==> src/rtl/mips_hazard_ctrl_pkg.sv <==
// Shared definitions for the MIPS pipeline hazard controller.
//   FWD_*   : forwarding-select encodings for the Execute operand muxes
//   state_t : imem wait-state FSM encoding
//   REGW    : register-index width
//   reg_hit : source/destination match that never fires on register $0
package mips_pipe_pkg;

   localparam int REGW = 5;

   localparam logic [1:0] FWD_RF = 2'b00;
   localparam logic [1:0] FWD_W  = 2'b01;
   localparam logic [1:0] FWD_M  = 2'b10;

   typedef enum logic {RUN, IWAIT} state_t;

   // $0 is hard-wired to zero, so a write to it must never be forwarded or stalled on
   function automatic logic reg_hit(logic [REGW-1:0] src, logic [REGW-1:0] dst);
      return (src != '0) && (src == dst);
   endfunction

endpackage

==> src/rtl/mips_hazard_ctrl_if.sv <==
// Bundle between the pipeline datapath and the hazard controller.
//   master : pipeline side, drives register indices / enables, receives controls
//   slave  : hazard controller side
interface mips_hazard_ctrl_if;
   import mips_pipe_pkg::*;

   logic [REGW-1:0] RsD, RtD, RsE, RtE;
   logic [REGW-1:0] WriteRegE, WriteRegM, WriteRegW;
   logic            RegWriteE, RegWriteM, RegWriteW;
   logic            MemtoRegE, MemtoRegM;
   logic            BranchD, PCSrcD, JumpD;
   logic            MdStartE, HiLoRdD, ImemRdyF;

   logic            StallF, StallD, FlushD, FlushE;
   logic            ForwardAD, ForwardBD;
   logic [1:0]      ForwardAE, ForwardBE;
   logic            MdBusy;

   modport master (
      output RsD, RtD, RsE, RtE, WriteRegE, WriteRegM, WriteRegW,
             RegWriteE, RegWriteM, RegWriteW, MemtoRegE, MemtoRegM,
             BranchD, PCSrcD, JumpD, MdStartE, HiLoRdD, ImemRdyF,
      input  StallF, StallD, FlushD, FlushE, ForwardAD, ForwardBD,
             ForwardAE, ForwardBE, MdBusy
   );

   modport slave (
      input  RsD, RtD, RsE, RtE, WriteRegE, WriteRegM, WriteRegW,
             RegWriteE, RegWriteM, RegWriteW, MemtoRegE, MemtoRegM,
             BranchD, PCSrcD, JumpD, MdStartE, HiLoRdD, ImemRdyF,
      output StallF, StallD, FlushD, FlushE, ForwardAD, ForwardBD,
             ForwardAE, ForwardBE, MdBusy
   );

endinterface

==> src/rtl/mips_hazard_ctrl_fwd_unit.sv <==
// mips_fwd_unit: combinational forwarding selects.
//   in  : RsD, RtD, RsE, RtE, WriteRegM/W, RegWriteM/W
//   out : ForwardAE/BE (00 RF, 01 W, 10 M; M has priority), ForwardAD/BD (from M)
module mips_fwd_unit
   import mips_pipe_pkg::*;
(
   input  logic [REGW-1:0] RsD,
   input  logic [REGW-1:0] RtD,
   input  logic [REGW-1:0] RsE,
   input  logic [REGW-1:0] RtE,
   input  logic [REGW-1:0] WriteRegM,
   input  logic [REGW-1:0] WriteRegW,
   input  logic            RegWriteM,
   input  logic            RegWriteW,
   output logic [1:0]      ForwardAE,
   output logic [1:0]      ForwardBE,
   output logic            ForwardAD,
   output logic            ForwardBD
);

   // M holds the younger result, so it wins over W
   function automatic logic [1:0] fwd_sel(logic [REGW-1:0] src, logic [REGW-1:0] wm,
                                          logic rwm, logic [REGW-1:0] ww, logic rww);
      if (rwm && reg_hit(src, wm))      return FWD_M;
      else if (rww && reg_hit(src, ww)) return FWD_W;
      else                              return FWD_RF;
   endfunction

   assign ForwardAE = fwd_sel(RsE, WriteRegM, RegWriteM, WriteRegW, RegWriteW);
   assign ForwardBE = fwd_sel(RtE, WriteRegM, RegWriteM, WriteRegW, RegWriteW);
   assign ForwardAD = RegWriteM && reg_hit(RsD, WriteRegM);
   assign ForwardBD = RegWriteM && reg_hit(RtD, WriteRegM);

endmodule

==> src/rtl/mips_hazard_ctrl.sv <==
// mips_hazard_ctrl: stall / flush / forwarding controller for the 5-stage pipeline.
//   FTODFF_CLK : clock, rising edge
//   FTODFF_RST : asynchronous active-low reset; all controls read 0 while low
//   hif        : slave side of mips_hazard_ctrl_if (hazard inputs, control outputs)
// Optional build macro HAZ_PERF_CNT_EN adds saturating 32-bit outputs
//   HzStallCnt (cycles with a stall hazard), HzFlushCnt (cycles FlushD=1),
//   ImissCnt (cycles ImemRdyF=0).
module mips_hazard_ctrl
   import mips_pipe_pkg::*;
#(
   parameter int MD_LAT  = 8,
   parameter int MDCNT_W = 4
)(
   input  logic        FTODFF_CLK,
   input  logic        FTODFF_RST,
   mips_hazard_ctrl_if.slave hif
`ifdef HAZ_PERF_CNT_EN
  ,output logic [31:0] HzStallCnt,
   output logic [31:0] HzFlushCnt,
   output logic [31:0] ImissCnt
`endif
);

   state_t             state;
   logic [MDCNT_W-1:0] mdcnt;
   logic               lwstall, brstall, mdstall, hz, imiss, flush_d;
   logic [1:0]         fwd_ae, fwd_be;
   logic               fwd_ad, fwd_bd;

   mips_fwd_unit u_fwd (
      .RsD       (hif.RsD),
      .RtD       (hif.RtD),
      .RsE       (hif.RsE),
      .RtE       (hif.RtE),
      .WriteRegM (hif.WriteRegM),
      .WriteRegW (hif.WriteRegW),
      .RegWriteM (hif.RegWriteM),
      .RegWriteW (hif.RegWriteW),
      .ForwardAE (fwd_ae),
      .ForwardBE (fwd_be),
      .ForwardAD (fwd_ad),
      .ForwardBD (fwd_bd)
   );

   assign lwstall = hif.MemtoRegE &&
                    (reg_hit(hif.RsD, hif.WriteRegE) || reg_hit(hif.RtD, hif.WriteRegE));
   // Decode compares need final values; an E-stage ALU result or M-stage load is not ready
   assign brstall = hif.BranchD &&
                    ((hif.RegWriteE && (reg_hit(hif.RsD, hif.WriteRegE) ||
                                        reg_hit(hif.RtD, hif.WriteRegE))) ||
                     (hif.MemtoRegM && (reg_hit(hif.RsD, hif.WriteRegM) ||
                                        reg_hit(hif.RtD, hif.WriteRegM))));
   assign mdstall = hif.HiLoRdD && ((mdcnt != '0) || hif.MdStartE);
   assign hz      = lwstall || brstall || mdstall;
   assign imiss   = !hif.ImemRdyF;
   // A held Decode stage must keep its instruction, so hz suppresses every flush source
   assign flush_d = !hz && (hif.PCSrcD || hif.JumpD || imiss);

   // Reset gates every output combinationally so controls drop the moment reset asserts
   assign hif.StallF    = FTODFF_RST && (hz || imiss);
   assign hif.StallD    = FTODFF_RST && hz;
   assign hif.FlushD    = FTODFF_RST && flush_d;
   assign hif.FlushE    = FTODFF_RST && hz;
   assign hif.ForwardAD = FTODFF_RST && fwd_ad;
   assign hif.ForwardBD = FTODFF_RST && fwd_bd;
   assign hif.ForwardAE = FTODFF_RST ? fwd_ae : FWD_RF;
   assign hif.ForwardBE = FTODFF_RST ? fwd_be : FWD_RF;
   assign hif.MdBusy    = FTODFF_RST && (mdcnt != '0);

   // Imem wait-state tracking; stall/flush follow ImemRdyF directly so no latency is added
   always_ff @(posedge FTODFF_CLK or negedge FTODFF_RST) begin
      if (!FTODFF_RST) begin
         state <= RUN;
      end else begin
         case (state)
            RUN:     if (imiss)  state <= IWAIT;
            IWAIT:   if (!imiss) state <= RUN;
            default: state <= RUN;
         endcase
      end
   end

   // MULT/DIV busy window: a new issue reloads even while a previous one is in flight
   always_ff @(posedge FTODFF_CLK or negedge FTODFF_RST) begin
      if (!FTODFF_RST)          mdcnt <= '0;
      else if (hif.MdStartE)    mdcnt <= MDCNT_W'(MD_LAT - 1);
      else if (mdcnt != '0)     mdcnt <= mdcnt - MDCNT_W'(1);
   end

`ifdef HAZ_PERF_CNT_EN
   function automatic logic [31:0] sat_inc(logic [31:0] v);
      return (v == '1) ? v : v + 32'd1;
   endfunction

   always_ff @(posedge FTODFF_CLK or negedge FTODFF_RST) begin
      if (!FTODFF_RST) begin
         HzStallCnt <= '0;
         HzFlushCnt <= '0;
         ImissCnt   <= '0;
      end else begin
         if (hz)      HzStallCnt <= sat_inc(HzStallCnt);
         if (flush_d) HzFlushCnt <= sat_inc(HzFlushCnt);
         if (imiss)   ImissCnt   <= sat_inc(ImissCnt);
      end
   end
`endif

endmodule

==> src/flat_wrapper.sv <==
// flat-port wrapper written by rule: the top's interface ports become plain ports
module mips_hazard_ctrl_flat import mips_pipe_pkg::*;
#(
   parameter int MD_LAT  = 8,
   parameter int MDCNT_W = 4
)
  (FTODFF_CLK, FTODFF_RST, hif_RsD, hif_RtD, hif_RsE, hif_RtE, hif_WriteRegE, hif_WriteRegM, hif_WriteRegW, hif_RegWriteE, hif_RegWriteM, hif_RegWriteW, hif_MemtoRegE, hif_MemtoRegM, hif_BranchD, hif_PCSrcD, hif_JumpD, hif_MdStartE, hif_HiLoRdD, hif_ImemRdyF, hif_StallF, hif_StallD, hif_FlushD, hif_FlushE, hif_ForwardAD, hif_ForwardBD, hif_ForwardAE, hif_ForwardBE, hif_MdBusy);
  mips_hazard_ctrl_if hif_i ();
  input  logic FTODFF_CLK;
  input  logic FTODFF_RST;
  input wire logic [$bits(hif_i.RsD)-1:0] hif_RsD;
  input wire logic [$bits(hif_i.RtD)-1:0] hif_RtD;
  input wire logic [$bits(hif_i.RsE)-1:0] hif_RsE;
  input wire logic [$bits(hif_i.RtE)-1:0] hif_RtE;
  input wire logic [$bits(hif_i.WriteRegE)-1:0] hif_WriteRegE;
  input wire logic [$bits(hif_i.WriteRegM)-1:0] hif_WriteRegM;
  input wire logic [$bits(hif_i.WriteRegW)-1:0] hif_WriteRegW;
  input wire logic [$bits(hif_i.RegWriteE)-1:0] hif_RegWriteE;
  input wire logic [$bits(hif_i.RegWriteM)-1:0] hif_RegWriteM;
  input wire logic [$bits(hif_i.RegWriteW)-1:0] hif_RegWriteW;
  input wire logic [$bits(hif_i.MemtoRegE)-1:0] hif_MemtoRegE;
  input wire logic [$bits(hif_i.MemtoRegM)-1:0] hif_MemtoRegM;
  input wire logic [$bits(hif_i.BranchD)-1:0] hif_BranchD;
  input wire logic [$bits(hif_i.PCSrcD)-1:0] hif_PCSrcD;
  input wire logic [$bits(hif_i.JumpD)-1:0] hif_JumpD;
  input wire logic [$bits(hif_i.MdStartE)-1:0] hif_MdStartE;
  input wire logic [$bits(hif_i.HiLoRdD)-1:0] hif_HiLoRdD;
  input wire logic [$bits(hif_i.ImemRdyF)-1:0] hif_ImemRdyF;
  output wire logic [$bits(hif_i.StallF)-1:0] hif_StallF;
  output wire logic [$bits(hif_i.StallD)-1:0] hif_StallD;
  output wire logic [$bits(hif_i.FlushD)-1:0] hif_FlushD;
  output wire logic [$bits(hif_i.FlushE)-1:0] hif_FlushE;
  output wire logic [$bits(hif_i.ForwardAD)-1:0] hif_ForwardAD;
  output wire logic [$bits(hif_i.ForwardBD)-1:0] hif_ForwardBD;
  output wire logic [$bits(hif_i.ForwardAE)-1:0] hif_ForwardAE;
  output wire logic [$bits(hif_i.ForwardBE)-1:0] hif_ForwardBE;
  output wire logic [$bits(hif_i.MdBusy)-1:0] hif_MdBusy;
  assign hif_i.RsD = hif_RsD;
  assign hif_i.RtD = hif_RtD;
  assign hif_i.RsE = hif_RsE;
  assign hif_i.RtE = hif_RtE;
  assign hif_i.WriteRegE = hif_WriteRegE;
  assign hif_i.WriteRegM = hif_WriteRegM;
  assign hif_i.WriteRegW = hif_WriteRegW;
  assign hif_i.RegWriteE = hif_RegWriteE;
  assign hif_i.RegWriteM = hif_RegWriteM;
  assign hif_i.RegWriteW = hif_RegWriteW;
  assign hif_i.MemtoRegE = hif_MemtoRegE;
  assign hif_i.MemtoRegM = hif_MemtoRegM;
  assign hif_i.BranchD = hif_BranchD;
  assign hif_i.PCSrcD = hif_PCSrcD;
  assign hif_i.JumpD = hif_JumpD;
  assign hif_i.MdStartE = hif_MdStartE;
  assign hif_i.HiLoRdD = hif_HiLoRdD;
  assign hif_i.ImemRdyF = hif_ImemRdyF;
  assign hif_StallF = hif_i.StallF;
  assign hif_StallD = hif_i.StallD;
  assign hif_FlushD = hif_i.FlushD;
  assign hif_FlushE = hif_i.FlushE;
  assign hif_ForwardAD = hif_i.ForwardAD;
  assign hif_ForwardBD = hif_i.ForwardBD;
  assign hif_ForwardAE = hif_i.ForwardAE;
  assign hif_ForwardBE = hif_i.ForwardBE;
  assign hif_MdBusy = hif_i.MdBusy;
  mips_hazard_ctrl #(.MD_LAT(MD_LAT), .MDCNT_W(MDCNT_W)) u_core (.FTODFF_CLK(FTODFF_CLK), .FTODFF_RST(FTODFF_RST), .hif(hif_i));
endmodule
==> config.mk <==
export PLATFORM = sky130hd
export DESIGN_NAME = mips_hazard_ctrl_flat
export DESIGN_NICKNAME = d
export VERILOG_FILES = /design/src/rtl/mips_hazard_ctrl_pkg.sv /design/src/rtl/mips_hazard_ctrl_if.sv /design/src/rtl/mips_hazard_ctrl_fwd_unit.sv /design/src/rtl/mips_hazard_ctrl.sv /design/src/flat_wrapper.sv
export SDC_FILE = /design/constraint.sdc
export NUM_CORES = 1
export LEC_CHECK = 0
export CAP_MARGIN = 20
export CORE_ASPECT_RATIO = 1.5
export CORE_MARGIN = 2
export CORE_UTILIZATION = 35
export DETAILED_ROUTE_END_ITERATION = 12
export GPL_TIMING_DRIVEN = 1
export PLACE_DENSITY = 0.77
export SLEW_MARGIN = 0
export SYNTH_ARGS = -nofsm -noshare
export SYNTH_HDL_FRONTEND = slang
export SYNTH_HIERARCHICAL = 1
export SYNTH_SLANG_ARGS = --single-unit
==> constraint.sdc <==
create_clock -name FTODFF_CLK -period 2.06 [get_ports FTODFF_CLK]
set_input_delay 0.618 -clock FTODFF_CLK [delete_from_list [all_inputs] [get_ports FTODFF_CLK]]
set_output_delay 0.618 -clock FTODFF_CLK [all_outputs]
set_load 0.01 [all_outputs]
==> results of run 1 <==
==> through the flow <==
| step | total power [W] | utilization | worst slack (ns) | hold slack (ns) | TNS (ns) |
|---|---|---|---|---|---|
| after floorplan | 0.0002343 | - | -0.1734 | 0.3224 | -0.8037 |
| after global placement | 0.0004351 | 0.6770 | -1.248 | 0.6096 | -12.25 |
| after detailed placement | 0.0004480 | 0.6770 | -1.293 | 0.6337 | -12.74 |
| after CTS | 0.0006526 | 0.7539 | -0.3933 | 0.6004 | -3.303 |
| after global routing | 0.0007333 | 0.8050 | -0.5092 | 0.6265 | -4.140 |
| final | 0.0007023 | 0.8050 | -0.4966 | 0.5913 | -3.785 |
==> metal layers <==
| metal | GRT usage | vias up | share of wire |
|---|---|---|---|
| met2 | 0.5282 | 60 | 0.59 |
| met1 | 0.2237 | 710 | 0.33 |
| met3 | 0.05833 | 20 | 0.042 |
| met5 | 0 | - | 0 |
| met4 | 0.1079 | 0 | 0.046 |
| li1 | - | 662 | - |
==> cell usage after synthesis <==
master     count  area share
or4_4          2       0.021
nand2b_1       2       0.012
and3_1         2       0.012
a32o_1         1      0.0094
or2_2          1      0.0059
inv_1          4       0.014
nor2_1         5       0.018
nor2_4         2       0.021
buf_2          4       0.019
a31oi_2        1       0.012
nand4_1        4       0.024
and4_1         1      0.0082
and2_1         8       0.047
nor3b_2        1       0.012
a21o_1         1      0.0071
nor2b_1        1      0.0059
or3_1          3       0.018
ha_1           2       0.024
nand2_1        9       0.032
a211oi_1       2       0.014
dfrtp_1        4       0.094
a21oi_1        4       0.019
o31ai_1        1      0.0071
a2111oi_2      2       0.028
buf_4          1      0.0071
and3b_1        2       0.016
nor4_2         2       0.024
nor4_1         3       0.018
mux2i_1        1      0.0094
a31oi_1        1      0.0059
nor3_1         5       0.024
xor2_1        22        0.18
xnor2_1       27        0.22
nand3_1        2      0.0094
==> logic make-up (layout without fill, tap and decap cells) <==
group / Yosys count / after routing / share of synthesized area
compound gates: 13 / 13 / 0.1025
xor+xnor: 49 / 49 / 0.4040
fa+ha+maj: 2 / 2 / 0.02355
buf+inv: 9 / 114 / 0.04005
flops: 4 / 4 / 0.09423
mux: 1 / 1 / 0.009423
simple gates: 55 / 55 / 0.3263
==> critical path, cell delays in order <==
cell	delay, ns
buf_12	0.12
xor2_1	0.16
nor4_2	0.32
a32o_2	0.26
a31oi_4	0.05
a31oi_1	0.23
buf_2	0.18
==> power by group through the flow <==
| stage | Sequential, W | Combinational, W | Clock [W] |
|---|---|---|---|
| after floorplan | 0.0000879 | 0.000146 | 0 |
| after global placement | 0.0000879 | 0.000347 | 0 |
| after detailed placement | 0.0000884 | 0.000360 | 0 |
| after CTS | 0.0000883 | 0.000397 | 0.000168 |
| after global routing | 0.0000890 | 0.000474 | 0.000170 |
| final | 0.0000884 | 0.000450 | 0.000164 |
==> worst max path at each step <==
stage	from	to	slack, ns
after floorplan	hif_RtD[3]	hif_StallD	-0.17
after global placement	hif_WriteRegM[0]	hif_FlushD	-1.25
after detailed placement	hif_WriteRegM[0]	hif_FlushD	-1.29
after CTS	u_core/mdcnt[0]$_DFFE_PN0N_	hif_FlushD	-0.39
after global routing	u_core/mdcnt[0]$_DFFE_PN0N_	hif_FlushD	-0.51
final	hif_WriteRegM[0]	hif_StallF	-0.50
==> final cells by class <==
| type | count | area, sq um | area share |
|---|---|---|---|
| multi-input cells | 120 | 1196 | 0.5101 |
| repair buffers | 107 | 943.4 | 0.4023 |
| flip-flops and latches | 4 | 100.1 | 0.04269 |
| well taps | 39 | 48.80 | 0.02081 |
| clock buffers | 3 | 41.29 | 0.01761 |
| inverters | 4 | 15.01 | 0.006403 |
==> timing repair <==
action,CTS,global route
endpoints found under the hold margin,0,0
endpoints found under the setup margin,11,11
buffers inserted,9,3
gates resized for setup,238,23
pin swaps,43,21
==> results_dict.tcl, run 1 <==
set metrics [dict create \
    htreeDepth 1 \
    grt_pass1_wl_um 6796 \
    clock_latency_ns 0.22 \
    dp_hpwl_um 3135 \
    cts.sinks 4 \
    power.switching_w 0.0002472 \
    synthToLayoutAreaGrowth_pct 120.7 \
    powerDensity_mw_per_mm2 299.5 \
    status "finished with violations" \
    clk_path_buf_depth 2 \
    largest_register "u_core/mdcnt" \
    fill_cells 177 \
    ys_ff_latch 4 \
    intPower_w 0.0004551 \
    clock_skew_ns 0.002817 \
    placed_area_sq_mm 0.001972 \
    vias 1452 \
    rsz0062_at_grt "yes" \
    worst_pin_slew_ns 0.3257 \
    reg_top3 "u_core/mdcnt: 4 flops" \
    period_share 1.241 \
    drc 0 \
    dieWidth_um 48.98 \
    cp-start-kind "input port" \
    cts_root_buf "clkbuf_8" \
    drv_slew 0 \
    grt_usage 0.2540 \
    pin_count 59 \
    seqPwrFrac 0.126 \
    path_class "input port to primary output" \
    max-vdd-ir-drop_uv 276.0 \
    die_area_sq_mm 0.003501 \
    yosysSeqAreaShare 0.09423 \
    ant_nets 0 \
    post_drt_via_cell_ratio 5.242 \
    nets 290 \
    rows 24 \
    final_layout_size_suffix_gt1_frac 0.5588 \
    grt-ovfl-total 0 \
    cp_max_fo 8 \
    finalNonFillerCells 277 \
    finalWorstSetupSlack_ns -0.4966 \
    antenna_found_initial 0 \
    die_h_um 71.47 \
    cp.arrival_ns 1.94 \
    maxClockFrequency_mhz 391.2 \
    power_frac_clock 0.234 \
    synth.cell_area_sq_mm 0.001062 \
    hold_path.class "input port to async pin" \
    finalWirelength_um 4772 \
    max_slew_margin 0.7810 \
    end_kind "primary output" \
    synth_area_per_cell_sq_um 7.987 \
    switching_share 0.3520 \
    timing.rr.start "u_core/mdcnt[0]$_DFFE_PN0N_" \
    leakage_nw 1.023 \
    synth_fp_nets 183 \
    hold_violations 0 \
    cts_hold_repair.buffers 0 \
    min_period_ns 2.557 \
    reg2reg_to "u_core/mdcnt[1]$_DFFE_PN0N_" \
    grt_pass1_vias 1562 \
    wire_per_inst_um 17.23 \
    cts_made_buffers 3 \
    post_synth_inst_count 133 \
    start_util 0.3647 \
    final_cell_mix "buf_4, xnor2_1, buf_2" \
    first_pass_iters 4 \
    grt_max_degree 9 \
    fin_area_sq_mm 0.002345 \
    drtIter0Drc 38 \
    dp.cells 264 \
    ys_types 34 \
    coreArea_sq_mm 0.002913 \
    r2r_setup_slack_ns 0.58 \
    reg2reg_depth 6 \
    setup_viol_count_final 10 \
    cts_tree "yes" \
    num_antenna_cells 0 \
    io_buffers 58 \
    maxCapViolCount 0 \
    p_comb_frac 0.640 \
    ys_warn_count 6 \
    gp_congestion 0.9165 \
    violations "setup timing" \
    final_common_cell "buf_4" \
    cp.required_ns 1.44 \
    largest_reg_flops 4 \
    clk_pin_slew_worst_paths_ns 0.03 \
]
Power figures use the tool's default switching activity.
==> inputs of run 2 (changes only) <==
--- a/config.mk
+++ b/config.mk
@@ -12,6 +12,7 @@
 export DETAILED_ROUTE_END_ITERATION = 12
 export GPL_TIMING_DRIVEN = 1
 export PLACE_DENSITY = 0.77
+export SKIP_CTS_REPAIR_TIMING = 1
 export SLEW_MARGIN = 0
 export SYNTH_ARGS = -nofsm -noshare
 export SYNTH_HDL_FRONTEND = slang
==> results_dict.tcl, run 2 (synthesis gave the netlist of run 1 again) <==
set metrics [dict create \
    largest_reg_flops 4 \
    vias 1413 \
    reg_top3 "u_core/mdcnt: 4 flops" \
    clock_latency_ns 0.22 \
    rsz0062_at_grt "yes" \
    period_share 1.257 \
    wl_met2_um 2665 \
    max_slew_margin 0.8023 \
    dieWidth_um 48.98 \
    pin_count 59 \
    die_area_sq_mm 0.003501 \
    post_drt_via_cell_ratio 5.157 \
    drc 0 \
    leakage_nw 1.094 \
    seqPwrFrac 0.127 \
    final_util 0.7981 \
    final_layout_size_suffix_gt1_frac 0.5404 \
    hold_path.class "input port to async pin" \
    top_layer "met4" \
    cp.required_ns 1.44 \
    setup_viol_count_final 10 \
    cts.sinks 4 \
    hold_violations 0 \
    worst_pin_slew_ns 0.2944 \
    clock_skew_ns 0.001662 \
    cts_tree "yes" \
    power_frac_clock 0.239 \
    final_common_cell "buf_4" \
    maxClockFrequency_mhz 386.2 \
    fin_area_sq_mm 0.002325 \
    finalPower_w 0.0006994 \
    cp_max_fo 3 \
    largest_register "u_core/mdcnt" \
    whs_ns 0.5206 \
    min_period_ns 2.589 \
    final_cell_mix "buf_4, xnor2_1, buf_6" \
    grt_pass1_wl_um 5837 \
    reg2reg_depth 6 \
    dp_hpwl_um 3135 \
    wl_met1_um 1695 \
    clk_pin_slew_worst_paths_ns 0.03 \
    status "finished with violations" \
    drtIter0Drc 29 \
    powerDensity_mw_per_mm2 300.8 \
    wire_per_inst_um 17.08 \
    clk_path_buf_depth 2 \
    coreArea_sq_mm 0.002913 \
    io_buffers 58 \
    gp_congestion 0.9165 \
    finalWorstSetupSlack_ns -0.5294 \
    drv_slew 0 \
    ant_nets 0 \
    cts_made_buffers 3 \
    intPower_w 0.0004513 \
    grt_max_degree 9 \
    route.met3.wl_um 210 \
    start_util 0.3647 \
    grt-ovfl-total 0 \
    num_antenna_cells 0 \
    antenna_found_initial 0 \
    die_h_um 71.47 \
    p_comb_frac 0.634 \
    finalWirelength_um 4680 \
    max-vdd-ir-drop_uv 280.9 \
    end_kind "primary output" \
    power.switching_w 0.0002480 \
    first_pass_iters 4 \
    violations "setup timing" \
    grt_usage 0.2126 \
    grt_pass1_vias 1400 \
    path_class "flip-flop to primary output" \
    cts_root_buf "clkbuf_8" \
    cp-start-kind "flip-flop" \
    cp.arrival_ns 1.97 \
    maxCapViolCount 0 \
    placed_area_sq_mm 0.001972 \
    rows 24 \
    nets 287 \
    htreeDepth 1 \
    switching_share 0.3547 \
    synthToLayoutAreaGrowth_pct 118.8 \
]
-- run 2: critical path, cell delays in order, from the launching register on --
cell	delay, ns
dfrtp_1	0.39
inv_2	0.10
ha_4	0.14
nor3b_4	0.23
nand2b_1	0.10
a32o_2	0.25
a31oi_4	0.20
and4_1	0.22
buf_2	0.13
-- run 2: power groups by stage --
stage	Combinational (W)	Sequential [W]	Clock [W]
final	0.000443	0.0000886	0.000167
after global routing	0.000466	0.0000888	0.000174
after CTS	0.000361	0.0000876	0.000168
after detailed placement	0.000360	0.0000884	0
after global placement	0.000347	0.0000879	0
after floorplan	0.000146	0.0000879	0
-- run 2: path summary, 6_finish.rpt --
check | start | end | slack (ns)
max | u_core/mdcnt[0]$_DFFE_PN0N_ | hif_FlushD | -0.53
min reg2reg | u_core/mdcnt[2]$_DFFE_PN0N_ | u_core/mdcnt[2]$_DFFE_PN0N_ | 0.65
min in group FTODFF_CLK | u_core/mdcnt[2]$_DFFE_PN0N_ | u_core/mdcnt[2]$_DFFE_PN0N_ | 0.65
max in group asynchronous | FTODFF_RST | u_core/mdcnt[0]$_DFFE_PN0N_ | 1.43
min | FTODFF_RST | u_core/mdcnt[2]$_DFFE_PN0N_ | 0.52
max reg2reg | u_core/mdcnt[0]$_DFFE_PN0N_ | u_core/mdcnt[1]$_DFFE_PN0N_ | 0.57
-- run 2: final cells by class --
type | count | area [sq um]
multi-input combinational | 120 | 1186
sequential | 4 | 100.1
inverter | 4 | 15.01
clock buffer | 3 | 41.29
fill | 168 | 588.1
tap | 39 | 48.80
timing repair buffer | 104 | 933.4
-- run 2: metrics by stage --
step,setup slack (ns),setup TNS (ns),std cells
finish,-0.5294,-3.975,274
global route,-0.5733,-4.481,274
CTS,-1.287,-12.76,267
detailed placement,-1.293,-12.74,264
global placement,-1.248,-12.25,264
floorplan,-0.1734,-0.8037,133
-- run 2: routing by layer --
metal,global-route usage,up-vias
met2,0.4658,61
li1,-,652
met1,0.1918,690
met5,0,-
met3,0.03750,10
met4,0.04762,0
